File: src/rtl/muldiv_seq.sv
// muldiv_seq: iterative RV32-M sequencer (MUL/MULH/MULHSU/MULHU/DIV/DIVU/REM/REMU).
// A shared 32-step engine runs over operand magnitudes. It works as a shift-add
// multiplier or as a restoring divider. Sign fix-up is applied afterwards.
// Divide-by-zero and signed overflow bypass the engine and finish in one cycle.
//
// Ports:
//   clk, rst_n      clock (rising edge), asynchronous active-low reset
//   start           request valid, accepted only while ready
//   funct3          M-op select
//   a, b            rs1 / rs2 operands, sampled at acceptance only
//   kill            flush, abandons the in-flight op and suppresses done
//   ready           high in IDLE
//   busy            high in CALC, FIXUP and DONE
//   done            one-cycle pulse, res valid in that cycle
//   res             result, held until the next done
module muldiv_seq #(
    parameter int XLEN  = 32,
    parameter int CNT_W = 6
) (
    input  logic            clk,
    input  logic            rst_n,
    input  logic            start,
    input  logic [2:0]      funct3,
    input  logic [XLEN-1:0] a,
    input  logic [XLEN-1:0] b,
    input  logic            kill,
    output logic            ready,
    output logic            busy,
    output logic            done,
    output logic [XLEN-1:0] res
);

    typedef enum logic [1:0] {S_IDLE, S_CALC, S_FIXUP, S_DONE} state_t;

    localparam logic [XLEN-1:0]  MIN_NEG  = {1'b1, {(XLEN-1){1'b0}}};
    localparam logic [CNT_W-1:0] CNT_LOAD = CNT_W'(XLEN);
    localparam logic [CNT_W-1:0] CNT_ONE  = CNT_W'(1);

    state_t           r_state;
    logic [CNT_W-1:0] r_cnt;
    logic [2:0]       r_op;
    logic             r_neg_res;
    logic             r_neg_rem;
    logic [XLEN-1:0]  r_a;      // |a|: multiplicand
    logic [XLEN-1:0]  r_b;      // |b|: divisor
    logic [XLEN-1:0]  r_hi;     // product high / partial remainder
    logic [XLEN-1:0]  r_lo;     // product low (multiplier) / quotient (dividend)
    logic [XLEN-1:0]  r_pend;   // result waiting for the DONE cycle
    logic [XLEN-1:0]  r_res;    // last delivered result

    // ---------------- acceptance decode ----------------
    logic            w_is_div, w_sa, w_sb, w_a_neg, w_b_neg;
    logic [XLEN-1:0] w_a_mag, w_b_mag, w_fast_res;
    logic            w_div0, w_ovf;

    always_comb begin
        w_is_div = funct3[2];
        // Signed a: MULH, MULHSU, DIV, REM. Signed b: MULH, DIV, REM.
        w_sa     = (funct3 == 3'b001) || (funct3 == 3'b010) ||
                   (funct3 == 3'b100) || (funct3 == 3'b110);
        w_sb     = (funct3 == 3'b001) || (funct3 == 3'b100) || (funct3 == 3'b110);
        w_a_neg  = w_sa && a[XLEN-1];
        w_b_neg  = w_sb && b[XLEN-1];
        w_a_mag  = w_a_neg ? -a : a;
        w_b_mag  = w_b_neg ? -b : b;
        w_div0   = w_is_div && (b == '0);
        w_ovf    = w_is_div && !funct3[0] && (a == MIN_NEG) && (b == '1);
        // funct3[1] selects the remainder among the div ops.
        if (w_div0)
            w_fast_res = funct3[1] ? a : '1;
        else
            w_fast_res = funct3[1] ? '0 : MIN_NEG;
    end

    // ---------------- iteration step ----------------
    logic [XLEN:0]   w_msum;    // 33-bit so the add carry shifts into hi
    logic [XLEN:0]   w_rshift;  // remainder after the left shift, may need 33 bits
    logic            w_ge;
    logic [XLEN-1:0] w_rdiff;

    always_comb begin
        w_msum   = {1'b0, r_hi} + (r_lo[0] ? {1'b0, r_a} : '0);
        w_rshift = {r_hi, r_lo[XLEN-1]};
        w_ge     = (w_rshift >= {1'b0, r_b});
        // Only used when w_ge, so the difference is below |b| and fits XLEN bits.
        w_rdiff  = w_rshift[XLEN-1:0] - r_b;
    end

    // ---------------- sign fix-up and select ----------------
    logic [2*XLEN-1:0] w_prod, w_prod_f;
    logic [XLEN-1:0]   w_quo_f, w_rem_f, w_fix_res;

    always_comb begin
        w_prod   = {r_hi, r_lo};
        w_prod_f = r_neg_res ? -w_prod : w_prod;
        w_quo_f  = r_neg_res ? -r_lo : r_lo;
        w_rem_f  = r_neg_rem ? -r_hi : r_hi;
        case (r_op)
            3'b000:                 w_fix_res = w_prod_f[XLEN-1:0];
            3'b001, 3'b010, 3'b011: w_fix_res = w_prod_f[2*XLEN-1:XLEN];
            3'b100, 3'b101:         w_fix_res = w_quo_f;
            default:                w_fix_res = w_rem_f;
        endcase
    end

    // ---------------- control FSM and datapath ----------------
    always_ff @(posedge clk or negedge rst_n) begin
        if (!rst_n) begin
            r_state   <= S_IDLE;
            r_cnt     <= '0;
            r_op      <= '0;
            r_neg_res <= 1'b0;
            r_neg_rem <= 1'b0;
            r_a       <= '0;
            r_b       <= '0;
            r_hi      <= '0;
            r_lo      <= '0;
            r_pend    <= '0;
            r_res     <= '0;
        end else begin
            case (r_state)
                S_IDLE: begin
                    if (start && !kill) begin
                        r_op      <= funct3;
                        r_neg_res <= w_a_neg ^ w_b_neg;
                        r_neg_rem <= w_is_div && w_a_neg;
                        r_a       <= w_a_mag;
                        r_b       <= w_b_mag;
                        r_hi      <= '0;
                        r_lo      <= w_is_div ? w_a_mag : w_b_mag;
                        if (w_div0 || w_ovf) begin
                            r_pend  <= w_fast_res;
                            r_state <= S_DONE;
                        end else begin
                            r_cnt   <= CNT_LOAD;
                            r_state <= S_CALC;
                        end
                    end
                end
                S_CALC: begin
                    if (kill) begin
                        r_state <= S_IDLE;
                    end else begin
                        if (r_op[2]) begin
                            r_hi <= w_ge ? w_rdiff : w_rshift[XLEN-1:0];
                            r_lo <= {r_lo[XLEN-2:0], w_ge};
                        end else begin
                            r_hi <= w_msum[XLEN:1];
                            r_lo <= {w_msum[0], r_lo[XLEN-1:1]};
                        end
                        r_cnt <= r_cnt - CNT_ONE;
                        if (r_cnt == CNT_ONE)
                            r_state <= S_FIXUP;
                    end
                end
                S_FIXUP: begin
                    if (kill) begin
                        r_state <= S_IDLE;
                    end else begin
                        r_pend  <= w_fix_res;
                        r_state <= S_DONE;
                    end
                end
                default: begin  // S_DONE
                    if (!kill)
                        r_res <= r_pend;
                    r_state <= S_IDLE;
                end
            endcase
        end
    end

    // done and res are gated by kill during the DONE cycle. A flush in that
    // cycle must hide the result, so the gating cannot be registered.
    always_comb begin
        ready = (r_state == S_IDLE);
        busy  = (r_state != S_IDLE);
        done  = (r_state == S_DONE) && !kill;
        res   = done ? r_pend : r_res;
    end

endmodule

File: config.mk
export PLATFORM = sky130hd
export DESIGN_NAME = muldiv_seq
export DESIGN_NICKNAME = d
export VERILOG_FILES = /design/src/rtl/muldiv_seq.sv
export SDC_FILE = /design/constraint.sdc
export NUM_CORES = 1
export LEC_CHECK = 0
export CAP_MARGIN = 20
export CORE_MARGIN = 2
export CORE_UTILIZATION = 55
export CTS_BUF_LIST = sky130_fd_sc_hd__clkbuf_4 sky130_fd_sc_hd__clkbuf_8
export DETAILED_ROUTE_END_ITERATION = 8
export PLACE_DENSITY = 0.71
export SETUP_SLACK_MARGIN = 0.02
export SYNTH_ARGS = -nofsm -noshare
export SYNTH_HDL_FRONTEND = slang
export SYNTH_SLANG_ARGS = --single-unit
File: constraint.sdc
create_clock -name clk -period 6.9 [get_ports clk]
set_input_delay 1.38 -clock clk [delete_from_list [all_inputs] [get_ports clk]]
set_output_delay 1.38 -clock clk [all_outputs]
set_load 0.02 [all_outputs]
After elaboration in Yosys (flattened, before gate mapping)
Index checks and enable logic that the tools add are counted.

Add/subtract/negate cells: 8. Magnitude comparators: 1. Equal/unequal tests: 21. Mux-type cells: 35. Bitwise logic cells: 3. Reductions and logical operators: 32.

Operator list (number): 32-bit two-way mux (20); 32-bit case mux with 2 select lines (3); 32-bit negation (4); 32-bit case mux with 3 select lines (1); 32-bit == test, second input constant (2); 64-bit two-way mux (1); 64-bit negation (1); 32-bit by 32-bit adder with 33-bit output (1); 33-bit by 32-bit greater-or-equal comparator with 1-bit output (1); 32-bit zero test (1); 32-bit subtractor (1); 6-bit two-way mux (3); 3-bit == test, second input constant (4); 6-bit case mux with 2 select lines (1); 2-bit two-way mux (5); 3-bit by 2-bit == test with 1-bit output, second input constant (3); 1-bit logical AND (9); 4-bit AND reduction (2); 3-bit by 1-bit == test with 1-bit output, second input constant (2); 6-bit by 1-bit == test with 1-bit output, second input constant (1); 1-bit logical OR (6); 2-bit inequality test, second input constant (3); 2-bit case mux with 3 select lines (1); 2-bit AND reduction (3); 14 further kinds (21).

Register bits after elaboration: 205. Bits of input ports: 71. Output and inout port bits: 35.

Depth between registers and ports, before layout
Gate-level depths: netlist of the first run.

Depth in word-level cells: 9. Mapped depth: 16. Depth with buffers taken out: 14.

Worst setup path before layout of the first run
Ideal clock, no wire load.

Path type: input -> register. Start point: input port b[4]. End point: register r_pend[0]. Data arrival time: 4.117 ns. Data required time: 6.775 ns. Setup slack: 2.658 ns. Stages: 11. Path buffers: 2. Path through: or4_1 -> nor4b_2 -> and2_1 -> nand2_1 -> or2_1 -> nor4b_2 -> nor2_1 -> o21a_1 -> clkbuf_1 -> buf_2 -> mux2_2.

Cells in the longest elaborated chain, start to end: 6. Elaborated cells on any way between the ends: 11.

Ends and longest elaborated chain: start: declaration (line 25) `input logic [XLEN-1:0] b,`; 32-bit zero test (line 66) `w_div0 = w_is_div && (b == '0);`; 1-bit logical AND (line 66); 32-bit two-way mux (line 69) `if (w_div0)`; 32-bit two-way mux (line 131) `if (w_div0 || w_ovf) begin`; 32-bit two-way mux (line 123) `if (start && !kill) begin`; 32-bit case mux with 2 select lines (line 121) `case (r_state)`; end signal: assignment (line 132) `r_pend <= w_fast_res;`; end signal: assignment (line 160) `r_pend <= w_fix_res;`; end: declaration (line 48) `logic [XLEN-1:0] r_pend;`.

Parallel ways exist; a longest one is shown, timed or not. The select of a mux whose other input is x is not followed. A chain may end at the register's enable or synchronous reset.

Worst setup path after layout of the first run
Start point: input port kill. End point: output port res[23].

Cells in the longest elaborated chain, start to end: 3.

Ends and longest elaborated chain: start: declaration (line 26) `input logic kill,`; 1-bit zero test (line 178) `done = (r_state == S_DONE) && !kill;`; 1-bit logical AND (line 178); 32-bit two-way mux (line 179) `res = done ? r_pend : r_res;`; end: declaration (line 30) `output logic [XLEN-1:0] res`.

Every way passes these cells.

==> run_results.csv, run 1 <==
group,metric,value,unit
cells_and_area,final_core_utilization,0.632,
sta,final_setup_skew,22.2,ps
global_routing,grt_max_degree,115,
clock_tree,clkTransAtPathRegs,50,ps
clock_tree,clock_tree.htree_level_count,2,
clock_tree,tritoncts_num_sinks,205,
place,weighted_congestion_reported_at_the_end_of_routability_driven_placement,0.969,
routing,drt-wirelength-per-cell,22.4,um
power_and_ir_drop,vdd_ir_drop_max,0.000286,V
cells_and_area,postLayoutCellArea,0.0188,mm2
yosys,synth-edff-count,0,
global_routing,grt_util_all_layers,0.360,
routing,drt-initial-drc-count,1861,
hold_path,min-delay-path-class,"reg -> reg",
global_routing,grt_pass1_vias,15500,
yosys,synth_top_cells_by_area,"sky130_fd_sc_hd__dfrtp_1 (31%), sky130_fd_sc_hd__nand2_1 (7.3%), sky130_fd_sc_hd__o21ai_0 (6.8%)",
clock_tree,maximum_buffer_depth_of_the_clock_tree,3,
yosys,library_cell_with_the_largest_summed_area_after_synthesis,"sky130_fd_sc_hd__dfrtp_1",
place,dpl.hpwl,42500,um
setup_path,worst_path_arrival,4130,ps
setup_path,startpoint_type,"input port",
place,placement.cell_area,0.0179,mm2
routing,avgViaCountPerCell,6.46,
setup_path,critical_path.max_fanout,32,
sta,setup_violations,0,
yosys,ys_async_sr_fraction,1.00,
yosys,postSynthAreaPerCell,7.92,um2
setup_path,timing.critical_path.cells,"clkdlybuf4s50_1, nand3b_1, inv_1, nand2_1, nand2_1, clkdlybuf4s50_1",
floorplanning,core-area,0.0297,mm2
global_routing,grt-ovfl-total,0,
job,maxCapViolCount,0,
cells_and_area,num-nets-final,2280,
clock_tree,cts_setup_buffers,0,
setup_path,cpLargestDelayFamily,"buffers and inverters",
sta,timing.final.ws_setup,1390,ps
floorplanning,initial_utilization,0.560,
routing,route.antenna.remaining_nets,0,
yosys,ys_ff_latch,205,
floorplanning,die_w,178,um
sta,fin_tns_setup,0,ps
yosys,synthFlopType,"sky130_fd_sc_hd__dfrtp_1",
sta,timing_worst_slew_pin_value,1170,ps
yosys,postSynthNetCount,2246,
sta,timing.max_slew.rel_slack,0.220,
floorplanning,dieArea,0.0317,mm2
yosys,ys_types,70,
floorplanning,floorplan.rows,63,
outcome,outcome,"completed",
setup_path,slowest_delay,780,ps
setup_path,crit_path_top_delay_cell,"sky130_fd_sc_hd__clkdlybuf4s50_1",
setup_path,timing.critical_path.to_type,"output pin",
power_and_ir_drop,p_leak,8.29,nW
sta,unrepaired_setup_endpoints_after_global_routing,"false",
yosys,mappedNetlistArea,0.0166,mm2
routing,drt_drc_violations_left,0,
sta,timing.final.max_slew_violations,0,
setup_path,worstPathRequired,5520,ps
routing,detail_route.first_pass.iterations,6,
place,dp_slack,1400,ps
yosys,synthesis.instances,2102,
global_routing,number_of_antenna_violations_at_the_first_check_in_global_routing,1,
routing,dr_total_vias,16500,
floorplanning,floorplan.die.height,178,um
setup_path,criticalPathCategory,"in -> out",
clock_tree,cts.root.buffer_cell,"sky130_fd_sc_hd__clkbuf_8",
yosys,sequential_element_share_of_the_synthesized_area,0.308,
power_and_ir_drop,power_density,441,mW/mm2
clock_tree,clock_insertion_delay_worst_skew,570,ps
sta,fmaxAchievable,0.182,GHz
place,io_buffer_count,105,
global_routing,first_pass_grt_wire_length,87600,um
clock_tree,cts_resized,0,
cells_and_area,post_route_cells_drive_above_1_share,0.0624,
yosys,synthesis.yosys.warnings,0,
clock_tree,tritoncts,"done",
cells_and_area,area_growth,12.9,%
setup_path,worstPathBufferInverterCount,3,
floorplanning,design.portCount,106,
clock_tree,cts_hold_repair.buffers,0,
yosys,synth_top_area_share,0.308,
sta,min_period,5510,ps
routing,wl,57300,um
power_and_ir_drop,totalPowerFinal,8.29,mW
clock_tree,tritoncts.num_buffers,38,
sta,hold_viol,0,
sta,layout_worst_path_cycle_share,0.798,
==> cells in the mapped netlist, drive strengths merged (18+ instances only) <==
| cell | n |
|---|---|
| nor3 | 38 |
| o21ai | 235 |
| clkbuf | 124 |
| o221ai | 21 |
| nor2 | 124 |
| nand2b | 18 |
| a21o | 46 |
| xor2 | 75 |
| inv | 70 |
| nand2 | 322 |
| a31oi | 26 |
| mux2i | 82 |
| and2 | 38 |
| o31ai | 26 |
| nand4 | 18 |
| xnor2 | 124 |
| nand3 | 29 |
| a21oi | 140 |
| o211ai | 18 |
| or3 | 20 |
| ha | 71 |
| dfrtp | 205 |
==> cells by family after synthesis <==
logic type	synth area share
compound gates	0.239
xor+xnor	0.105
fa+ha+maj	0.0558
buf+inv	0.0488
flops	0.308
mux	0.0520
simple gates	0.191
==> through the flow <==
step | cells | hold WS (ps)
floorplan | 2102 | 438
global route | 2556 | 498
CTS | 2552 | 476
detailed placement | 2483 | 460
global placement | 2483 | 455
finish | 2556 | 470
==> final cells by class <==
| cell class | count | area [um2] |
|---|---|---|
| Clock buffer | 60 | 782 |
| Tap cell | 390 | 488 |
| Clock inverter | 9 | 70.1 |
| Antenna cell | 1 | 2.50 |
| Multi-Input combinational cell | 1685 | 10700 |
| Timing Repair Buffer | 134 | 1330 |
| Inverter | 72 | 270 |
| Fill cell | 2663 | 10900 |
| Sequential cell | 205 | 5130 |
==> sequential cells by signal, summed over array words and instances (netlist names) <==
name and cells:
r_neg_res 1, r_pend 32, r_neg_rem 1, r_res 32
r_lo 32, r_hi 32, r_cnt 6, r_b 32
r_state 2, r_a 32, r_op 3
==> metal layers <==
metal	share of wire	track usage	up-vias
li1	-	-	7595
met1	0.41	0.483	7880
met2	0.45	0.561	865
met3	0.090	0.0555	167
met4	0.056	0.185	0
met5	0	0	-
==> where the power goes <==
| part | leakage, nW | internal (mW) | switching, mW | total [mW] |
|---|---|---|---|---|
| Sequential | 2.63 | 1.58 | 0.604 | 2.19 |
| Combinational | 5.20 | 1.99 | 2.79 | 4.78 |
| Clock | 0.459 | 0.758 | 0.562 | 1.32 |
==> path summary, 6_finish.rpt <==
| check | depth (start not counted) | start | to | slack [ps] |
|---|---|---|---|---|
| worst max-delay path | 6 | kill | res[23] | 1390 |
| worst min-delay path | 2 | r_res[1] | r_res[1] | 470 |
| worst max register to register | 12 | r_hi[15] | r_hi[10] | 2350 |
| worst min register to register | 2 | r_res[1] | r_res[1] | 470 |
| max in group asynchronous | 2 | rst_n | r_res[8] | 4680 |
| min in group asynchronous | 1 | rst_n | r_hi[23] | 860 |
==> worst register-to-register path, cell delays in order, from the launching register on <==
cell                        delay (ps)
sky130_fd_sc_hd__dfrtp_1           590
sky130_fd_sc_hd__ha_1              520
sky130_fd_sc_hd__nand3_1           210
sky130_fd_sc_hd__or2_2             350
sky130_fd_sc_hd__or4_1             570
sky130_fd_sc_hd__nor4_1            360
sky130_fd_sc_hd__a2111oi_0         140
sky130_fd_sc_hd__o221a_2           320
sky130_fd_sc_hd__nand2_2           290
sky130_fd_sc_hd__buf_4             460
sky130_fd_sc_hd__mux2i_1           250
sky130_fd_sc_hd__nand2_1            80
sky130_fd_sc_hd__a32o_1            290
==> cells in the final DEF (no fill, tap or decap), types with 12 or more instances in the layout <==
cell type / count
sky130_fd_sc_hd__a211oi_1: 12
sky130_fd_sc_hd__a21o_1: 46
sky130_fd_sc_hd__a21oi_1: 139
sky130_fd_sc_hd__a222oi_1: 13
sky130_fd_sc_hd__a22oi_1: 13
sky130_fd_sc_hd__a31oi_1: 26
sky130_fd_sc_hd__and2_1: 38
sky130_fd_sc_hd__buf_4: 26
sky130_fd_sc_hd__clkbuf_8: 53
sky130_fd_sc_hd__clkdlybuf4s50_1: 104
sky130_fd_sc_hd__dfrtp_1: 204
sky130_fd_sc_hd__ha_1: 71
sky130_fd_sc_hd__inv_1: 70
sky130_fd_sc_hd__mux2i_1: 82
sky130_fd_sc_hd__nand2_1: 321
sky130_fd_sc_hd__nand2b_1: 18
sky130_fd_sc_hd__nand3_1: 29
sky130_fd_sc_hd__nand4_1: 18
sky130_fd_sc_hd__nor2_1: 122
sky130_fd_sc_hd__nor2b_1: 12
sky130_fd_sc_hd__nor3_1: 38
sky130_fd_sc_hd__nor4_1: 12
sky130_fd_sc_hd__o211ai_1: 18
sky130_fd_sc_hd__o21ai_0: 226
sky130_fd_sc_hd__o221ai_1: 21
sky130_fd_sc_hd__o22ai_1: 13
sky130_fd_sc_hd__o31ai_1: 24
sky130_fd_sc_hd__o41ai_1: 13
sky130_fd_sc_hd__or3_1: 20
sky130_fd_sc_hd__or4_1: 15
sky130_fd_sc_hd__xnor2_1: 124
sky130_fd_sc_hd__xor2_1: 75
No activity file was read; power rests on OpenSTA's default activity.
==> inputs of run 2 (changes only) <==
clock period = 5.15 ns   (was 6.9 ns; I/O delays follow)
==> run 2 against run 1 <==
Routed wire length up 2.2%. Cell count increased by 0.63%. Clock power up 32%. Largest cell class unchanged. Die area unchanged. Worst setup slack got worse by 640 ps. Highest routed layer unchanged. Hold slack got worse by 1.5 ps. Register-to-register slack worse by 1500 ps. Sequential power grew 31%. Utilization grew 0.43 points. Final area is 0.69% higher.
==> run_results.csv, run 2 (synthesis gave the netlist of run 1 again) <==
group,metric,value,unit
outcome,outcome,"completed",
power_and_ir_drop,vdd_ir_drop_max,0.000468,V
setup_path,cpLargestDelayFamily,"simple AND/OR/NAND/NOR gates",
sta,layout_worst_path_cycle_share,0.855,
floorplanning,dieArea,0.0317,mm2
floorplanning,die_w,178,um
cells_and_area,seqCellArea,0.00513,mm2
setup_path,startpoint_type,"input port",
floorplanning,floorplan.die.height,178,um
cells_and_area,final.fill_count,2652,
place,weighted_congestion_reported_at_the_end_of_routability_driven_placement,0.978,
floorplanning,design.portCount,106,
routing,wl,58600,um
global_routing,grt-ovfl-total,0,
setup_path,crit_path_top_delay_cell,"sky130_fd_sc_hd__or4_1",
global_routing,gr-usage-met3,0.0518,
global_routing,number_of_antenna_violations_at_the_first_check_in_global_routing,0,
cells_and_area,multi_input_area,0.0107,mm2
sta,timing.max_slew.rel_slack,0.280,
cells_and_area,final_core_utilization,0.637,
sta,min_period,4400,ps
sta,hold_viol,0,
global_routing,grt_pass1_vias,15600,
clock_tree,maximum_buffer_depth_of_the_clock_tree,3,
setup_path,critical_path.max_fanout,36,
cells_and_area,final_common_cell,"sky130_fd_sc_hd__nand2_1",
floorplanning,core-area,0.0297,mm2
sta,unrepaired_setup_endpoints_after_global_routing,"false",
clock_tree,clock_insertion_delay_worst_skew,550,ps
setup_path,worst_path_arrival,4820,ps
sta,timing_worst_slew_pin_value,1070,ps
routing,avgViaCountPerCell,6.43,
sta,fmaxAchievable,0.227,GHz
clock_tree,clkTransAtPathRegs,60,ps
clock_tree,cts_setup_buffers,0,
setup_path,worstPathRequired,5570,ps
global_routing,gr-usage-met1,0.496,
clock_tree,cts_hold_repair.buffers,0,
cells_and_area,post_route_cells_drive_above_1_share,0.0697,
global_routing,first_pass_grt_wire_length,89100,um
cells_and_area,commonest_cells_after_routing_fill_and_taps_aside,"sky130_fd_sc_hd__nand2_1 (321), sky130_fd_sc_hd__o21ai_0 (226), sky130_fd_sc_hd__dfrtp_1 (204), sky130_fd_sc_hd__a21oi_1 (139), sky130_fd_sc_hd__xnor2_1 (124)",
global_routing,grt_max_degree,142,
sta,hold_ws,468,ps
sta,timing.final.ws_setup,749,ps
setup_path,criticalPathCategory,"in -> reg",
setup_path,timing.critical_path.cells,"clkdlybuf4s50_1, or4_1, nor4b_2, and2_1, nand2_1, or2_1, nor4b_2, nor2_1, o21a_2, buf_12, mux2_2",
clock_tree,clock_tree.htree_level_count,2,
global_routing,grt_util_all_layers,0.368,
cells_and_area,area_growth,13.7,%
setup_path,slowest_delay,600,ps
hold_path,min-delay-path-class,"reg -> reg",
clock_tree,tritoncts.num_buffers,39,
power_and_ir_drop,p_leak,8.38,nW
clock_tree,cts_resized,0,
clock_tree,tritoncts,"done",
setup_path,timing.critical_path.to_type,"flop",
clock_tree,cts.root.buffer_cell,"sky130_fd_sc_hd__clkbuf_8",
routing,drt-wirelength-per-cell,22.8,um
routing,drt_drc_violations_left,0,
sta,final_setup_skew,25.7,ps
global_routing,global_route.usage.met2,0.578,
power_and_ir_drop,power_density,591,mW/mm2
global_routing,gr-max-usage-layer,"met2",
setup_path,cpMostUsedCell,"sky130_fd_sc_hd__nor4b_2",
clock_tree,tritoncts_num_sinks,205,
job,maxCapViolCount,0,
routing,route.antenna.remaining_nets,0,
routing,dr_total_vias,16500,
sta,timing.final.max_slew_violations,0,
floorplanning,initial_utilization,0.560,
floorplanning,floorplan.rows,63,
cells_and_area,num-nets-final,2302,
routing,drt-initial-drc-count,1843,
place,io_buffer_count,105,
sta,setup_violations,0,
sta,fin_tns_setup,0,ps
place,dp_slack,144,ps
cells_and_area,diodes,0,
place,dpl.hpwl,43900,um
setup_path,worstPathBufferInverterCount,2,
routing,detail_route.first_pass.iterations,6,
-- run 2: worst register-to-register path: cells and delay by family (launching register included) --
| kind | cells | cell delay (ps) |
|---|---|---|
| AND/OR/NAND/NOR | 5 | 2750 |
| AO/OA/AOI/OAI | 3 | 860 |
| flip-flops | 1 | 440 |
| XOR/XNOR | 1 | 80 |
-- run 2: final timing paths --
path                            from    endpoint  slack, ps  cells after the start
max                             b[2]   r_pend[0]        750                     11
min                        r_res[13]   r_res[13]        470                      2
max reg2reg                 r_lo[17]  r_pend[19]        880                      9
min reg2reg                r_res[13]   r_res[13]        470                      2
max in group asynchronous      rst_n    r_cnt[3]       3540                      2
min in group asynchronous      rst_n    r_hi[23]        530                      1
-- run 2: stage by stage --
stage	cell area (um2)	std cells	total power [mW]
after floorplan	16600	2102	7.44
after global placement	18100	2505	9.14
after detailed placement	18100	2506	9.27
after CTS	18900	2571	11.0
after global routing	18900	2572	11.9
final	18900	2572	11.2
-- run 2: layer usage --
metal,vias to the layer above,share of wire
met3,177,0.077
met5,-,0
met1,7926,0.42
met2,818,0.45
met4,0,0.054
li1,7618,-
-- run 2: cell type report --
type	count	area share
Sequential cell	205	0.271
Inverter	72	0.0143
Clock buffer	57	0.0388
Timing Repair Buffer	155	0.0785
Multi-Input combinational cell	1685	0.567
Clock inverter	8	0.00476
Tap cell	390	0.0258
-- run 2: power breakdown --
part           internal, mW  total [mW]  switching (mW)
clock                  1.01        1.74           0.731
combinational          2.72        6.58            3.86
sequential             2.12        2.86           0.739
total                  5.85        11.2            5.33
==> inputs of run 3 (changes only) <==
CORE_UTILIZATION = 36   (was 55)
PLACE_DENSITY = 0.49   (was 0.71)
==> run 3 against run 2 <==
Combinational power is 1% higher. Utilization down 21 points. Routed wire length increased by 6.9%. Final area rose by 1.6%. Critical endpoint is now r_pend[22].
==> run_results.csv, run 3 (synthesis gave the netlist of run 1 again) <==
group,metric,value,unit
outcome,outcome,"completed",
sta,final_setup_skew,38.7,ps
sta,layout_worst_path_cycle_share,0.832,
clock_tree,cts_hold_repair.buffers,0,
place,dpl.hpwl,47800,um
power_and_ir_drop,clock_group_share_of_total_power,0.157,
power_and_ir_drop,internal_power,5.86,mW
clock_tree,clkTransAtPathRegs,60,ps
routing,route.antenna.remaining_nets,0,
cells_and_area,post_route_cells_drive_above_1_share,0.0726,
floorplanning,initial_utilization,0.366,
clock_tree,tritoncts,"done",
floorplanning,design.portCount,106,
job,maxCapViolCount,0,
place,io_buffer_count,105,
floorplanning,core-area,0.0455,mm2
setup_path,timing.reg2reg.worst_path_depth,9,
sta,timing.final.max_slew_violations,0,
cells_and_area,final_common_cell,"sky130_fd_sc_hd__nand2_1",
cells_and_area,area_growth,15.5,%
global_routing,grt-ovfl-total,0,
setup_path,critical_path.max_fanout,12,
clock_tree,cts_resized,0,
cells_and_area,num-nets-final,2309,
setup_path,criticalPathCategory,"reg -> reg",
power_and_ir_drop,totalPowerFinal,11.3,mW
power_and_ir_drop,power_density,586,mW/mm2
power_and_ir_drop,p_switching,5.41,mW
routing,drt-initial-drc-count,1478,
setup_path,r2r-end,"r_pend[22]",
sta,setup_violations,0,
cells_and_area,commonest_cells_after_routing_fill_and_taps_aside,"sky130_fd_sc_hd__nand2_1 (321), sky130_fd_sc_hd__o21ai_0 (226), sky130_fd_sc_hd__dfrtp_1 (204), sky130_fd_sc_hd__a21oi_1 (139), sky130_fd_sc_hd__xnor2_1 (124)",
power_and_ir_drop,seqPwrFrac,0.252,
clock_tree,tritoncts_num_sinks,205,
sta,timing_worst_slew_pin_value,996,ps
clock_tree,maximum_buffer_depth_of_the_clock_tree,3,
setup_path,r2r_start,"r_lo[7]",
global_routing,grt_util_all_layers,0.263,
setup_path,timing.critical_path.to_type,"flop",
global_routing,grt_max_degree,142,
routing,detail_route.first_pass.iterations,8,
sta,unrepaired_setup_endpoints_after_global_routing,"false",
routing,wl,62700,um
setup_path,startpoint_type,"flop",
sta,fmaxAchievable,0.233,GHz
global_routing,grt_pass1_vias,15700,
setup_path,worst_path_arrival,4720,ps
global_routing,number_of_antenna_violations_at_the_first_check_in_global_routing,1,
floorplanning,floorplan.die.height,219,um
sta,fin_tns_setup,0,ps
cells_and_area,final.fill_count,4712,
power_and_ir_drop,vdd_ir_drop_max,0.000231,V
clock_tree,cts.root.buffer_cell,"sky130_fd_sc_hd__clkbuf_8",
routing,avgViaCountPerCell,5.78,
setup_path,worstPathRequired,5590,ps
routing,dr_total_vias,16100,
sta,timing.max_slew.rel_slack,0.336,
clock_tree,clock_insertion_delay_worst_skew,620,ps
sta,hold_viol,0,
place,weighted_congestion_reported_at_the_end_of_routability_driven_placement,0.931,
hold_path,min-delay-path-class,"in -> async",
floorplanning,die_w,219,um
routing,drt_drc_violations_left,0,
routing,drt-wirelength-per-cell,22.5,um
global_routing,first_pass_grt_wire_length,95800,um
clock_tree,cts_setup_buffers,0,
floorplanning,floorplan.rows,78,
power_and_ir_drop,power.switching_fraction,0.480,
power_and_ir_drop,p_leak,8.39,nW
clock_tree,clock_tree.htree_level_count,2,
sta,min_period,4280,ps
clock_tree,tritoncts.num_buffers,40,
floorplanning,dieArea,0.0480,mm2
power_and_ir_drop,pwr-share-comb,0.591,
setup_path,rrSetupSlack,870,ps
## run 3: stage by stage
stage / area [um2] / setup slack [ps] / hold WS, ps / std cells / utilization
floorplan: 16600 / 1260 / 438 / 2102 / -
global placement: 18400 / 388 / 455 / 2723 / 0.404
detailed placement: 18400 / 314 / 460 / 2723 / 0.404
CTS: 19200 / 850 / 475 / 2789 / 0.423
global route: 19200 / 638 / 493 / 2789 / 0.423
finish: 19200 / 866 / 468 / 2790 / 0.423
## run 3: layer usage
layer,GRT usage,part of all wire
met3,0.0395,0.061
met2,0.414,0.45
met4,0.0838,0.032
met5,0,0.00046
met1,0.371,0.46
## run 3: area by class of cell
type                       instances  area (um2)  area share
inverter                          72         270      0.0141
sequential                       205        5130       0.267
tap                              600         751      0.0391
antenna                            1        2.50    0.000130
timing repair buffer             161        1510      0.0788
multi-input combinational       1685       10700       0.558
clock inverter                     5        55.1     0.00286
clock buffer                      61         777      0.0404
## run 3: worst max-delay path, stage by stage (launching register included)
cell and delay, ps:
sky130_fd_sc_hd__dfrtp_1 460, sky130_fd_sc_hd__nor4_1 540, sky130_fd_sc_hd__nand4b_1 390, sky130_fd_sc_hd__or4_1 760, sky130_fd_sc_hd__or3_1 680, sky130_fd_sc_hd__or2_1 400, sky130_fd_sc_hd__o31ai_2 220, sky130_fd_sc_hd__xnor2_1 90
sky130_fd_sc_hd__a222oi_1 400, sky130_fd_sc_hd__o221ai_1 170
## run 3: power by group through the flow
stage | registers, mW | logic (mW) | clock network, mW
finish | 2.84 | 6.66 | 1.77
global route | 2.92 | 7.35 | 1.89
CTS | 2.83 | 6.60 | 1.82
detailed placement | 2.86 | 6.56 | 0
global placement | 2.85 | 6.52 | 0
floorplan | 2.48 | 4.95 | 0
## run 3: worst max path at each step
stage / start / end / cells past startpoint
finish: r_lo[7] / r_pend[22] / 9
global route: b[4] / r_cnt[3] / 11
CTS: r_hi[12] / r_hi[10] / 12
detailed placement: b[4] / r_pend[9] / 12
global placement: b[4] / r_pend[9] / 12
floorplan: b[4] / r_pend[0] / 11
